==> config.mk <==
export PLATFORM = sky130hd
export DESIGN_NAME = ordered_alloc_issue_ctrl
export DESIGN_NICKNAME = d
export VERILOG_FILES = /design/src/rtl/ordered_alloc_issue_ctrl_pkg.sv /design/src/rtl/ordered_alloc_issue_ctrl_leading_ones_cnt.sv /design/src/rtl/ordered_alloc_issue_ctrl.sv
export SDC_FILE = /design/constraint.sdc
export NUM_CORES = 1
export LEC_CHECK = 0
export BUFFER_PORTS_ARGS = -buffer_cell sky130_fd_sc_hd__buf_2
export CAP_MARGIN = 40
export CORE_MARGIN = 2
export CORE_UTILIZATION = 40
export CTS_BUF_LIST = sky130_fd_sc_hd__clkbuf_8
export CTS_CLUSTER_SIZE = 40
export DETAILED_ROUTE_END_ITERATION = 7
export PLACE_DENSITY = 0.64
export SYNTH_ARGS = -nofsm -noshare
export SYNTH_HDL_FRONTEND = slang
export SYNTH_SLANG_ARGS = --single-unit
export TNS_END_PERCENT = 10
==> constraint.sdc <==
create_clock -name clk -period 7.6 [get_ports clk]
set_input_delay 1.14 -clock clk [delete_from_list [all_inputs] [get_ports clk]]
set_output_delay 1.14 -clock clk [all_outputs]
set_load 0.03 [all_outputs]
==> src/rtl/ordered_alloc_issue_ctrl_pkg.sv <==
// Shared defaults for the ordered allocate/issue controller.
// DP_NUM_WIDTH normally comes from the project-wide constants.vh; the guarded
// definition below only applies when that header has not been read first.
`ifndef DP_NUM_WIDTH
`define DP_NUM_WIDTH 2
`endif

package ordered_alloc_issue_ctrl_pkg;
  localparam int ENT_NUM_DEF  = 8;
  localparam int ENT_SEL_DEF  = 3;
  localparam int DP_WIDTH_DEF = 2;
  localparam int IS_WIDTH_DEF = 2;
endpackage

==> src/rtl/ordered_alloc_issue_ctrl_leading_ones_cnt.sv <==
// Counts the run of ones starting at bit 0 of a W-bit vector.
module leading_ones_cnt #(
  parameter int W = 2
) (
  input  logic [W-1:0]             vec,
  output logic [$clog2(W+1)-1:0]   cnt
);
  localparam int CW = $clog2(W + 1);

  logic run;

  // Walk from bit 0 upward; the first zero stops the count
  always_comb begin
    cnt = '0;
    run = 1'b1;
    for (int i = 0; i < W; i++) begin
      run = run & vec[i];
      if (run) cnt = cnt + CW'(1);
    end
  end
endmodule

==> src/rtl/ordered_alloc_issue_ctrl.sv <==
// Circular-buffer allocator with strictly in-order, multi-port issue.
// Handshake: an issue port k transfers when o_issue_sel_vld[k] and
// i_issue_rdy[k] are both high AND every lower port also transfers; the first
// port that does not transfer ends issue for the cycle. Allocation is
// all-or-nothing: i_req_num entries are taken only when o_allocable is high
// and neither flush nor stall is asserted.
module ordered_alloc_issue_ctrl
  import ordered_alloc_issue_ctrl_pkg::*;
#(
  parameter int ENT_NUM  = ENT_NUM_DEF,
  parameter int ENT_SEL  = ENT_SEL_DEF,
  parameter int DP_WIDTH = DP_WIDTH_DEF,
  parameter int IS_WIDTH = IS_WIDTH_DEF
) (
  input  logic                         clk,
  input  logic                         rst_n,
  input  logic                         i_flush,
  input  logic                         i_stall,
  input  logic [`DP_NUM_WIDTH-1:0]     i_req_num,
  output logic                         o_allocable,
  output logic [DP_WIDTH-1:0]          o_alloc_sel_vld,
  output logic [DP_WIDTH*ENT_SEL-1:0]  o_alloc_sel,
  input  logic [ENT_NUM-1:0]           i_vld_vec,
  input  logic [IS_WIDTH-1:0]          i_issue_rdy,
  output logic [IS_WIDTH-1:0]          o_issue_sel_vld,
  output logic [IS_WIDTH*ENT_SEL-1:0]  o_issue_sel,
  output logic [ENT_SEL:0]             o_count,
  output logic                         o_empty,
  output logic                         o_full
);
  localparam logic [ENT_SEL:0] ENT_NUM_W = (ENT_SEL+1)'(ENT_NUM);
  localparam int               LCW       = $clog2(IS_WIDTH + 1);

  logic [ENT_SEL-1:0] alloc_ptr, issue_ptr;
  logic [ENT_SEL:0]   count;
  logic [ENT_SEL-1:0] alloc_ptr_nxt, issue_ptr_nxt;
  logic [ENT_SEL:0]   count_nxt;

  logic [ENT_SEL:0]   free_slots;
  logic [31:0]        req_ext;
  logic [31:0]        free_ext;
  logic               req_legal;
  logic               do_alloc;
  logic [ENT_SEL:0]   alloc_n;
  logic [ENT_SEL:0]   issue_n;
  logic [ENT_SEL:0]   asum, isum, alloc_adv, issue_adv;
  logic               run;
  logic [IS_WIDTH-1:0] issue_acc;
  logic [LCW-1:0]     lead_cnt;

  assign free_slots = ENT_NUM_W - count;
  assign req_ext    = 32'(i_req_num);
  assign free_ext   = 32'(free_slots);
  assign req_legal  = (req_ext <= 32'(DP_WIDTH));

  assign o_allocable = (req_ext <= free_ext);
  assign do_alloc    = !i_flush && !i_stall && o_allocable && req_legal;
  assign alloc_n     = do_alloc ? (ENT_SEL+1)'(i_req_num) : '0;

  // Allocation slot indices and per-port free flags (wrap by truncation)
  always_comb begin
    o_alloc_sel     = '0;
    o_alloc_sel_vld = '0;
    asum            = '0;
    for (int k = 0; k < DP_WIDTH; k++) begin
      asum = {1'b0, alloc_ptr} + (ENT_SEL+1)'(k);
      o_alloc_sel[k*ENT_SEL +: ENT_SEL] = asum[ENT_SEL-1:0];
      o_alloc_sel_vld[k] = ((ENT_SEL+1)'(k) < free_slots);
    end
  end

  // Issue indices and the contiguous in-order valid prefix
  always_comb begin
    o_issue_sel     = '0;
    o_issue_sel_vld = '0;
    isum            = '0;
    run             = 1'b1;
    for (int k = 0; k < IS_WIDTH; k++) begin
      isum = {1'b0, issue_ptr} + (ENT_SEL+1)'(k);
      o_issue_sel[k*ENT_SEL +: ENT_SEL] = isum[ENT_SEL-1:0];
      run = run & ((ENT_SEL+1)'(k) < count) & i_vld_vec[isum[ENT_SEL-1:0]];
      o_issue_sel_vld[k] = run;
    end
  end

  assign issue_acc = o_issue_sel_vld & i_issue_rdy;

  leading_ones_cnt #(.W(IS_WIDTH)) u_issue_cnt (
    .vec (issue_acc),
    .cnt (lead_cnt)
  );

  assign issue_n = (i_flush || !req_legal) ? '0 : (ENT_SEL+1)'(lead_cnt);

  // Next pointer/occupancy values; flush returns everything to empty
  always_comb begin
    alloc_adv = {1'b0, alloc_ptr} + alloc_n;
    issue_adv = {1'b0, issue_ptr} + issue_n;
    alloc_ptr_nxt = alloc_adv[ENT_SEL-1:0];
    issue_ptr_nxt = issue_adv[ENT_SEL-1:0];
    count_nxt     = count + alloc_n - issue_n;
    if (i_flush) begin
      alloc_ptr_nxt = '0;
      issue_ptr_nxt = '0;
      count_nxt     = '0;
    end
  end

  // State registers; reset wins over everything in flight
  always_ff @(posedge clk) begin
    if (!rst_n) begin
      alloc_ptr <= '0;
      issue_ptr <= '0;
      count     <= '0;
    end else begin
      alloc_ptr <= alloc_ptr_nxt;
      issue_ptr <= issue_ptr_nxt;
      count     <= count_nxt;
    end
  end

  assign o_count = count;
  assign o_empty = (count == '0);
  assign o_full  = (count == ENT_NUM_W);

  // Request sizes beyond the port count are an upstream bug
  req_legal_a: assert property (@(posedge clk) disable iff (!rst_n) req_legal);
endmodule
# Word level (Yosys, flattened, before mapping)
# Index checks and enable logic that the tools add are counted.
[word_totals]
regBits = 10
[op_classes]
eq_ne = 1
addsub = 8
n_lt_le_gt_ge = 8
mux = 8
bitwise_logic = 6
reduce_logical = 9
[op_table]
columns = ["op", "n"]
rows = [
  ["1-bit by 4-bit less-than comparator with 1-bit output, first input constant", 4],
  ["3-bit by 4-bit less-than comparator with 1-bit output, second input constant", 2],
  ["3-bit by 1-bit adder with 3-bit output, second input constant", 2],
  ["3-bit by 2-bit adder with 3-bit output", 2],
  ["1-bit binary-select mux with 3-bit select", 2],
  ["2-bit two-way mux", 3],
  ["4-bit by 2-bit adder with 4-bit output", 1],
  ["1-bit bitwise AND", 4],
  ["4-bit equality test, second input constant", 1],
  ["2-bit by 4-bit <= comparator with 1-bit output", 1],
  ["4-bit logical NOT", 1],
  ["4-bit by 2-bit subtractor with 4-bit output", 1],
  ["4-bit subtractor, first input constant", 1],
  ["1-bit logical AND", 3],
  ["1-bit logical NOT", 3],
  ["1-bit two-way mux", 3],
  ["2-bit by 1-bit adder with 2-bit output, second input constant", 1],
  ["2-bit bitwise AND", 1],
  ["2-bit <= comparator, second input constant", 1],
  ["2-bit OR reduction", 1],
  ["1-bit logical OR", 1],
  ["1-bit inverter", 1],
]

# Depth between registers and ports, before layout
# Gate-level depths: netlist of run 1.
[depth]
word_depth = 11
depth_mapped = 14
mapped_depth_nobuf = 14

# Hierarchy
# Synthesis of run 1 repeated with hierarchy kept, for this count alone.
[hier_totals]
cells_unflattened = 108
area_unflattened_um2 = 959.7
[by_module_without_submodules]
columns = ["module", "cells_per_inst", "instances", "area_per_inst_um2"]
rows = [
  ["ordered_alloc_issue_ctrl", 106, 1, 943.4],
  ["leading_ones_cnt", 2, 1, 16.3],
]

# Least setup slack after synthesis of run 1
# No wires, ideal clock.
[synth_path]
kind = "input -> register"
from = "in i_req_num[0]"
to = "reg count[3] (netlist: o_count[3])"
required_time_ns = 7.480
n_path_buf = 0
path_slack_ns = 3.952
arrival_time_ns = 3.528
setup_ns = 0.120
stages = 12
path_cell_list = "inv_1 -> ha_1 -> and2_1 -> or3_1 -> nand4_1 -> fa_1 -> inv_1 -> ha_1 -> a21o_1 -> a21oi_1 -> xnor2_1 -> nor2_1"
[synth_between]
elab_chain_cells = 6
[synth_rtl]
columns = ["element", "line", "text"]
rows = [
  ["start: declaration", "ordered_alloc_issue_ctrl.sv:19", "input logic [`DP_NUM_WIDTH-1:0] i_req_num,"],
  ["2-bit by 4-bit <= comparator with 1-bit output", "ordered_alloc_issue_ctrl.sv:56", "assign o_allocable = (req_ext <= free_ext);"],
  ["named net o_allocable", "ordered_alloc_issue_ctrl.sv:20", "output logic o_allocable,"],
  ["1-bit logical AND (2 in series)", "ordered_alloc_issue_ctrl.sv:57", "assign do_alloc = !i_flush && !i_stall && o_allocable && req_legal;"],
  ["2-bit two-way mux", "ordered_alloc_issue_ctrl.sv:58", "assign alloc_n = do_alloc ? (ENT_SEL+1)'(i_req_num) : '0;"],
  ["4-bit by 2-bit adder with 4-bit output", "ordered_alloc_issue_ctrl.sv:101", "count_nxt = count + alloc_n - issue_n;"],
  ["4-bit by 2-bit subtractor with 4-bit output", "ordered_alloc_issue_ctrl.sv:101", ""],
  ["end signal: assignment", "ordered_alloc_issue_ctrl.sv:118", "count <= count_nxt;"],
  ["end: declaration", "ordered_alloc_issue_ctrl.sv:35", "logic [ENT_SEL:0] count;"],
]
# The timed path passes the listed nets, and every way through them passes these cells.
# A chain may end at the register's enable or synchronous reset.

# Worst setup path in the final report of run 1
[layout_path]
from = "in i_vld_vec[7]"
to = "reg count[3] (netlist: o_count[3])"
[layout_between]
elab_chain_cells = 10
[layout_rtl]
columns = ["element", "line", "text"]
rows = [
  ["start: declaration", "ordered_alloc_issue_ctrl.sv:23", "input logic [ENT_NUM-1:0] i_vld_vec,"],
  ["1-bit binary-select mux with 3-bit select", "ordered_alloc_issue_ctrl.sv:81", "run = run & ((ENT_SEL+1)'(k) < count) & i_vld_vec[isum[ENT_SEL-1:0]];"],
  ["1-bit two-way mux (not written as such)", "ordered_alloc_issue_ctrl.sv:81", ""],
  ["1-bit bitwise AND (3 in series)", "ordered_alloc_issue_ctrl.sv:81", ""],
  ["2-bit bitwise AND *", "ordered_alloc_issue_ctrl.sv:86", "assign issue_acc = o_issue_sel_vld & i_issue_rdy;"],
  ["branches (longest 1 deep; another with 2-bit by 1-bit adder with 2-bit output)", "-", ""],
  ["2-bit two-way mux *", "ordered_alloc_issue_ctrl_leading_ones_cnt.sv:18", "if (run) cnt = cnt + CW'(1);"],
  ["2-bit two-way mux *", "ordered_alloc_issue_ctrl.sv:93", "assign issue_n = (i_flush || !req_legal) ? '0 : (ENT_SEL+1)'(lead_cnt);"],
  ["4-bit by 2-bit subtractor with 4-bit output *", "ordered_alloc_issue_ctrl.sv:101", ""],
]
# Mark *: on every way between the ends. The select of a mux whose other input is x is not followed.

==> flow_summary.json, run 1 <==
{
  "routed_wl_um": 1960,
  "portBuffers": 38,
  "rows": 17,
  "drv_cap": 0,
  "crit_path_end_kind": "flop",
  "route.detailed.drc": 0,
  "wl_per_cell_um": 11.3,
  "ys_warn_count": 0,
  "crit_family": "adder cells",
  "path_depth": 12,
  "synth-seq-cells": 10,
  "rsz0062_at_grt": "false",
  "cp_data_required_time_ps": 7710,
  "final.setup.tns_ps": 0,
  "h-tree-depth": 1,
  "max_stage_delay_ps": 580,
  "clk_path_buf_depth": 2,
  "r2r_start": "issue_ptr[0]",
  "coreArea_mm2": 0.00223,
  "timing.slew.headroom_pct": 71.1,
  "synth_top_area_cell": "dfxtp_1",
  "hp-class": "reg2reg",
  "cts.sinks": 10,
  "hold_viol": 0,
  "clk_latency_ps": 230,
  "start_kind": "primary input",
  "fmaxAchievable_mhz": 283,
  "tightest_slew_ps": 430,
  "synth-seq-area-share_pct": 21.0,
  "path_cells": "buf_2 > mux4_1 > mux2_2 > nand3_2 > nor3_1 > fa_1 > inv_1 > ha_1 > a21o_1 > a21oi_1 > xnor2_1 > nor2_1",
  "ff2ff_path_depth": 12,
  "reg2reg_slack_ps": 4150,
  "fillers": 224,
  "syn_area_per_cell_um2": 9.08,
  "syn2layout_area_growth_pct": 28.1,
  "syn_area_um2": 953,
  "cts.clk_slew.worst_paths_ps": 50,
  "cp-endpoint": "o_count[3]",
  "postRouteAntennaNets": 0,
  "ios": 39,
  "vias": 826,
  "dp_hpwl_um": 1680,
  "grt_max_degree": 11,
  "final_cell_count_no_fill": 173,
  "first_iter_violations": 6,
  "grt_use_total_pct": 15.6,
  "crit_fanout": 2,
  "r2r-end": "o_count[3]",
  "synthTopCellsByArea": "dfxtp_1, ha_1, fa_1, inv_1, mux4_1",
  "root_buffer": "clkbuf_8",
  "setup_violations": 0,
  "dp_cells": 169,
  "power_density_mw_per_mm2": 138,
  "outcome": "finished, final reports clean",
  "crit_slowest_cell": "fa_1",
  "crit_type": "in2reg",
  "hold_start": "alloc_ptr[2]",
  "numCtsBuffers": 3,
  "gp_congestion": 0.706,
  "grt_pass1_vias": 734,
  "p_leak_nw": 0.602,
  "antenna_found_initial": 0,
  "cts_resized": 0,
  "synth_nets": 139,
  "start_util_pct": 42.7,
  "skew_ps": 2.10,
  "crit_path_start": "i_vld_vec[7]",
  "antennaDiodeCount": 0,
  "die_y_um": 52.8,
  "fin_nets": 180,
  "cts_hold_buf": 0,
  "post_cts_buffers": 0,
  "grt_pass1_wl_um": 3140,
  "dieArea_mm2": 0.00279,
  "gr-total-overflow": 0,
  "synth_top_area_share_pct": 21.0,
  "worstPathArrival_ps": 3650,
  "synth_cell_types": 31,
  "viasPerCell": 4.77,
  "layout_min_cycle_time_ps": 3530,
  "drive_above_1_share_pct": 33.1,
  "max-vdd-ir-drop_uv": 98.1,
  "cts_tree": "done",
  "maxSlewViolCount": 0,
  "syn_inst": 105,
  "die_w_um": 52.8,
  "min_period_over_period_pct": 46.5,
  "drt-pass1-iter-count": 2,
  "critPathBufInv": 2
}
[area by class of cell]
cell class                      instances  area (um^2)  area share, %
Multi-Input combinational cell         75          673           55.1
Timing Repair Buffer                   38          190           15.6
Clock buffer                            4         55.1           4.51
Tap cell                               28         35.0           2.87
Sequential cell                        10          200           16.4
Inverter                               18         67.6           5.53
[flip-flops by register name, summed over array words and instances, names as in the netlist]
signal,cells
issue_ptr,3
alloc_ptr,3
o_count,4
[cells in the mapped netlist]
cell	n
nor3_1	2
nor3b_2	1
a21o_1	1
a31oi_1	1
nor3b_1	1
or2_2	1
a41oi_2	1
nand3_2	1
nand2_1	4
ha_1	14
buf_2	1
mux4_1	2
and2_1	7
fa_1	4
o21ai_0	1
or3_1	4
inv_1	18
nor2_1	9
mux2_2	2
a21oi_1	2
nand3_1	1
nand2b_1	2
dfxtp_1	10
nor2b_1	1
nand3b_1	1
buf_4	1
xor2_1	4
o31ai_1	1
xnor2_1	2
nand4_1	2
mux2i_1	3
[how the worst min path moves through the flow]
stage,to,slack [ps],cells past startpoint
finish,alloc_ptr[2],570,2
global route,alloc_ptr[2],620,2
detailed placement,alloc_ptr[2],560,2
CTS,alloc_ptr[2],570,2
floorplan,alloc_ptr[2],690,2
global placement,alloc_ptr[2],530,2
[tightest hold or removal path, stage by stage, from the launching register on]
cell and delay, ps:
dfxtp_1 370, xor2_1 80, nor2_1 70
[layer usage]
metal / global-route usage (%) / part of all wire (%) / up-vias
met1: 19.1 / 47 / 360
li1: - / - / 428
met2: 26.9 / 44 / 34
met5: 0 / 0 / -
met3: 3.14 / 8.2 / 4
met4: 5.13 / 1.3 / 0
[through the flow]
step                      total power [mW]  cell area (um^2)  utilization, %  hold slack [ps]  worst slack [ps]
after floorplan                     0.0906               953               -              689              3950
after global placement               0.104              1170            52.2              533              3890
after detailed placement             0.105              1170            52.2              564              3810
after CTS                            0.172              1220            54.7              574              4060
after global routing                 0.180              1220            54.7              618              3900
final                                0.169              1220            54.7              565              4070
[where the power goes]
part	total (mW)	internal [mW]	switching [mW]
Combinational	0.0479	0.0192	0.0287
Sequential	0.0554	0.0539	0.00153
Clock	0.0657	0.0455	0.0202
Total	0.169	0.119	0.0505
[placed cells by master, fill, tap and decap left out, types with 2 or more instances in the layout]
master,count
dfxtp_1,10
nand2_1,4
clkbuf_8,4
mux2_2,2
xnor2_1,2
fa_1,4
or3_1,4
nand2b_1,2
xor2_1,4
nor3_1,2
mux2i_1,3
buf_2,38
inv_1,18
ha_1,14
and2_1,7
a21oi_1,2
nand4_1,2
nor2_1,9
mux4_1,2
[logic make-up (layout without fill, tap and decap cells)]
family / count (synthesis) / count (layout) / share of synthesized area (%)
xor gates and xnor gates: 6 / 6 / 5.51
adders and majority gates: 18 / 18 / 26.8
DFF: 10 / 10 / 21.0
buffers and inverters: 20 / 60 / 8.40
and+or+nand+nor: 37 / 37 / 21.8
muxes: 7 / 7 / 11.0
AOI/OAI and AO/OA: 7 / 7 / 5.51
Power figures use the tool's default switching activity.
==> run 2, diff against run 1 <==
Clock period 7.6 ns to 3.3 ns, I/O delays scaled along.
==> run 2 against run 1 <==
Count of clock-buffer cells in the layout did not move. Worst setup slack worse by 3900 ps. Power up 140%. Flip-flop and latch count stayed put. Critical path depth unchanged. Cell area up 5.7%. Global-route usage is 1.1 points higher. Clock power up 130%. Sequential share of layout area shrank 0.60 points. Register-to-register slack worse by 4000 ps. Utilization rose by 3.1 points. Highest routed layer unchanged.
==> flow_summary.json, run 2 (same netlist as run 1, synthesis figures left out) <==
{
  "outcome": "finished, final reports clean",
  "antenna_found_initial": 0,
  "hp-class": "reg2reg",
  "grt_pass1_wl_um": 3440,
  "die_y_um": 52.8,
  "cts_hold_buf": 0,
  "route.detailed.drc": 0,
  "cts.sinks": 10,
  "portBuffers": 38,
  "viasPerCell": 4.81,
  "p_total_mw": 0.398,
  "root_buffer": "clkbuf_8",
  "layout_min_cycle_time_ps": 3140,
  "dieArea_mm2": 0.00279,
  "clk_path_buf_depth": 2,
  "cts_tree": "done",
  "largest_register_ffs": 4,
  "gr-total-overflow": 0,
  "routed_wl_um": 2100,
  "worstPathArrival_ps": 3250,
  "internal-power_mw": 0.278,
  "max-vdd-ir-drop_uv": 314,
  "multi_input_area_um2": 702,
  "min_period_over_period_pct": 95.1,
  "clockPowerShare_pct": 38.3,
  "p_leak_nw": 0.627,
  "comb_power_share_pct": 29.8,
  "skew_ps": 4.97,
  "numCtsBuffers": 3,
  "final.setup.tns_ps": 0,
  "switching_share_pct": 30.1,
  "grt_max_degree": 10,
  "postRouteAntennaNets": 0,
  "cp_data_required_time_ps": 3420,
  "setup_violations": 0,
  "first_iter_violations": 9,
  "cts.clk_slew.worst_paths_ps": 50,
  "maxSlewViolCount": 0,
  "crit_path_end_kind": "flop",
  "clk_latency_ps": 230,
  "die_w_um": 52.8,
  "h-tree-depth": 1,
  "syn2layout_area_growth_pct": 35.4,
  "crit_type": "reg2reg",
  "fin_nets": 185,
  "grt_use_total_pct": 16.7,
  "seqPwrFrac_pct": 31.9,
  "start_util_pct": 42.7,
  "gp_congestion": 0.712,
  "power_density_mw_per_mm2": 309,
  "drt-pass1-iter-count": 4,
  "final_common_cell": "buf_2",
  "coreArea_mm2": 0.00223,
  "tightest_slew_ps": 431,
  "timing.slew.headroom_pct": 71.1,
  "regArea_um2": 204,
  "p_sw_mw": 0.120,
  "drv_cap": 0,
  "rows": 17,
  "fmaxAchievable_mhz": 319,
  "mostFrequentLayoutCells": "buf_2, inv_1, ha_1, nor2_1",
  "dp_hpwl_um": 1720,
  "drive_above_1_share_pct": 40.0,
  "start_kind": "flop",
  "fillers": 221,
  "vias": 857,
  "crit_fanout": 6,
  "ios": 39,
  "grt_pass1_vias": 824,
  "wl_per_cell_um": 11.8,
  "hold_viol": 0,
  "antennaDiodeCount": 0,
  "rsz0062_at_grt": "false"
}
-- run 2: changes by cell type in the layout (fill, tap and decap cells not counted), sizes merged --
cell and change:
buf +5
-- run 2: worst max-delay path, cell delays in order, from the launching register on --
cell	delay, ps
dfxtp_2	360
ha_4	300
mux4_1	550
mux2_2	300
nand3_2	80
nor3_1	90
fa_1	530
inv_1	50
ha_1	280
a21o_1	170
a21oi_2	150
xnor2_1	130
nor2_1	50
-- run 2: cell type report --
type                       instances  share of cell area (%)
sequential                        10                    15.8
multi-input combinational         75                    54.4
timing repair buffer              43                    17.6
tap                               28                    2.71
inverter                          18                    5.23
clock buffer                       4                    4.26
-- run 2: final timing paths --
| kind | cells past startpoint | start | endpoint | slack [ps] |
|---|---|---|---|---|
| setup / recovery | 12 | issue_ptr[1] | o_count[3] | 160 |
| hold / removal | 2 | alloc_ptr[2] | alloc_ptr[2] | 590 |
| setup reg to reg | 12 | issue_ptr[1] | o_count[3] | 160 |
| hold reg to reg | 2 | alloc_ptr[2] | alloc_ptr[2] | 590 |
-- run 2: routing by layer --
layer / wire length [um] / global-route usage, % / vias to the layer above
li1: - / - / 435
met1: 947 / 20.5 / 390
met2: 994 / 30.2 / 30
met3: 129 / 1.71 / 2
met4: 24 / 5.13 / 0
met5: 0 / 0 / -
-- run 2: power groups by stage --
stage               combinational (mW)  sequential, mW  clock (mW)
finish                           0.119           0.127       0.153
floorplan                       0.0747           0.135           0
global route                     0.131           0.128       0.161
CTS                              0.117           0.127       0.155
global placement                 0.114           0.129           0
detailed placement               0.116           0.130           0
-- run 2: metrics by stage --
stage	util [%]	area, um^2	hold WS, ps	cells	worst slack [ps]
finish	57.8	1290	592	178	163
global route	57.8	1290	636	178	26.5
CTS	57.0	1270	589	176	55.8
detailed placement	54.5	1220	562	172	113
global placement	54.5	1220	532	172	171
floorplan	-	982	689	105	19.2
-- run 2: timing repair --
action,CTS,global route
resized for setup,0,1
setup buffers,0,2
endpoints found under the setup margin,0,1
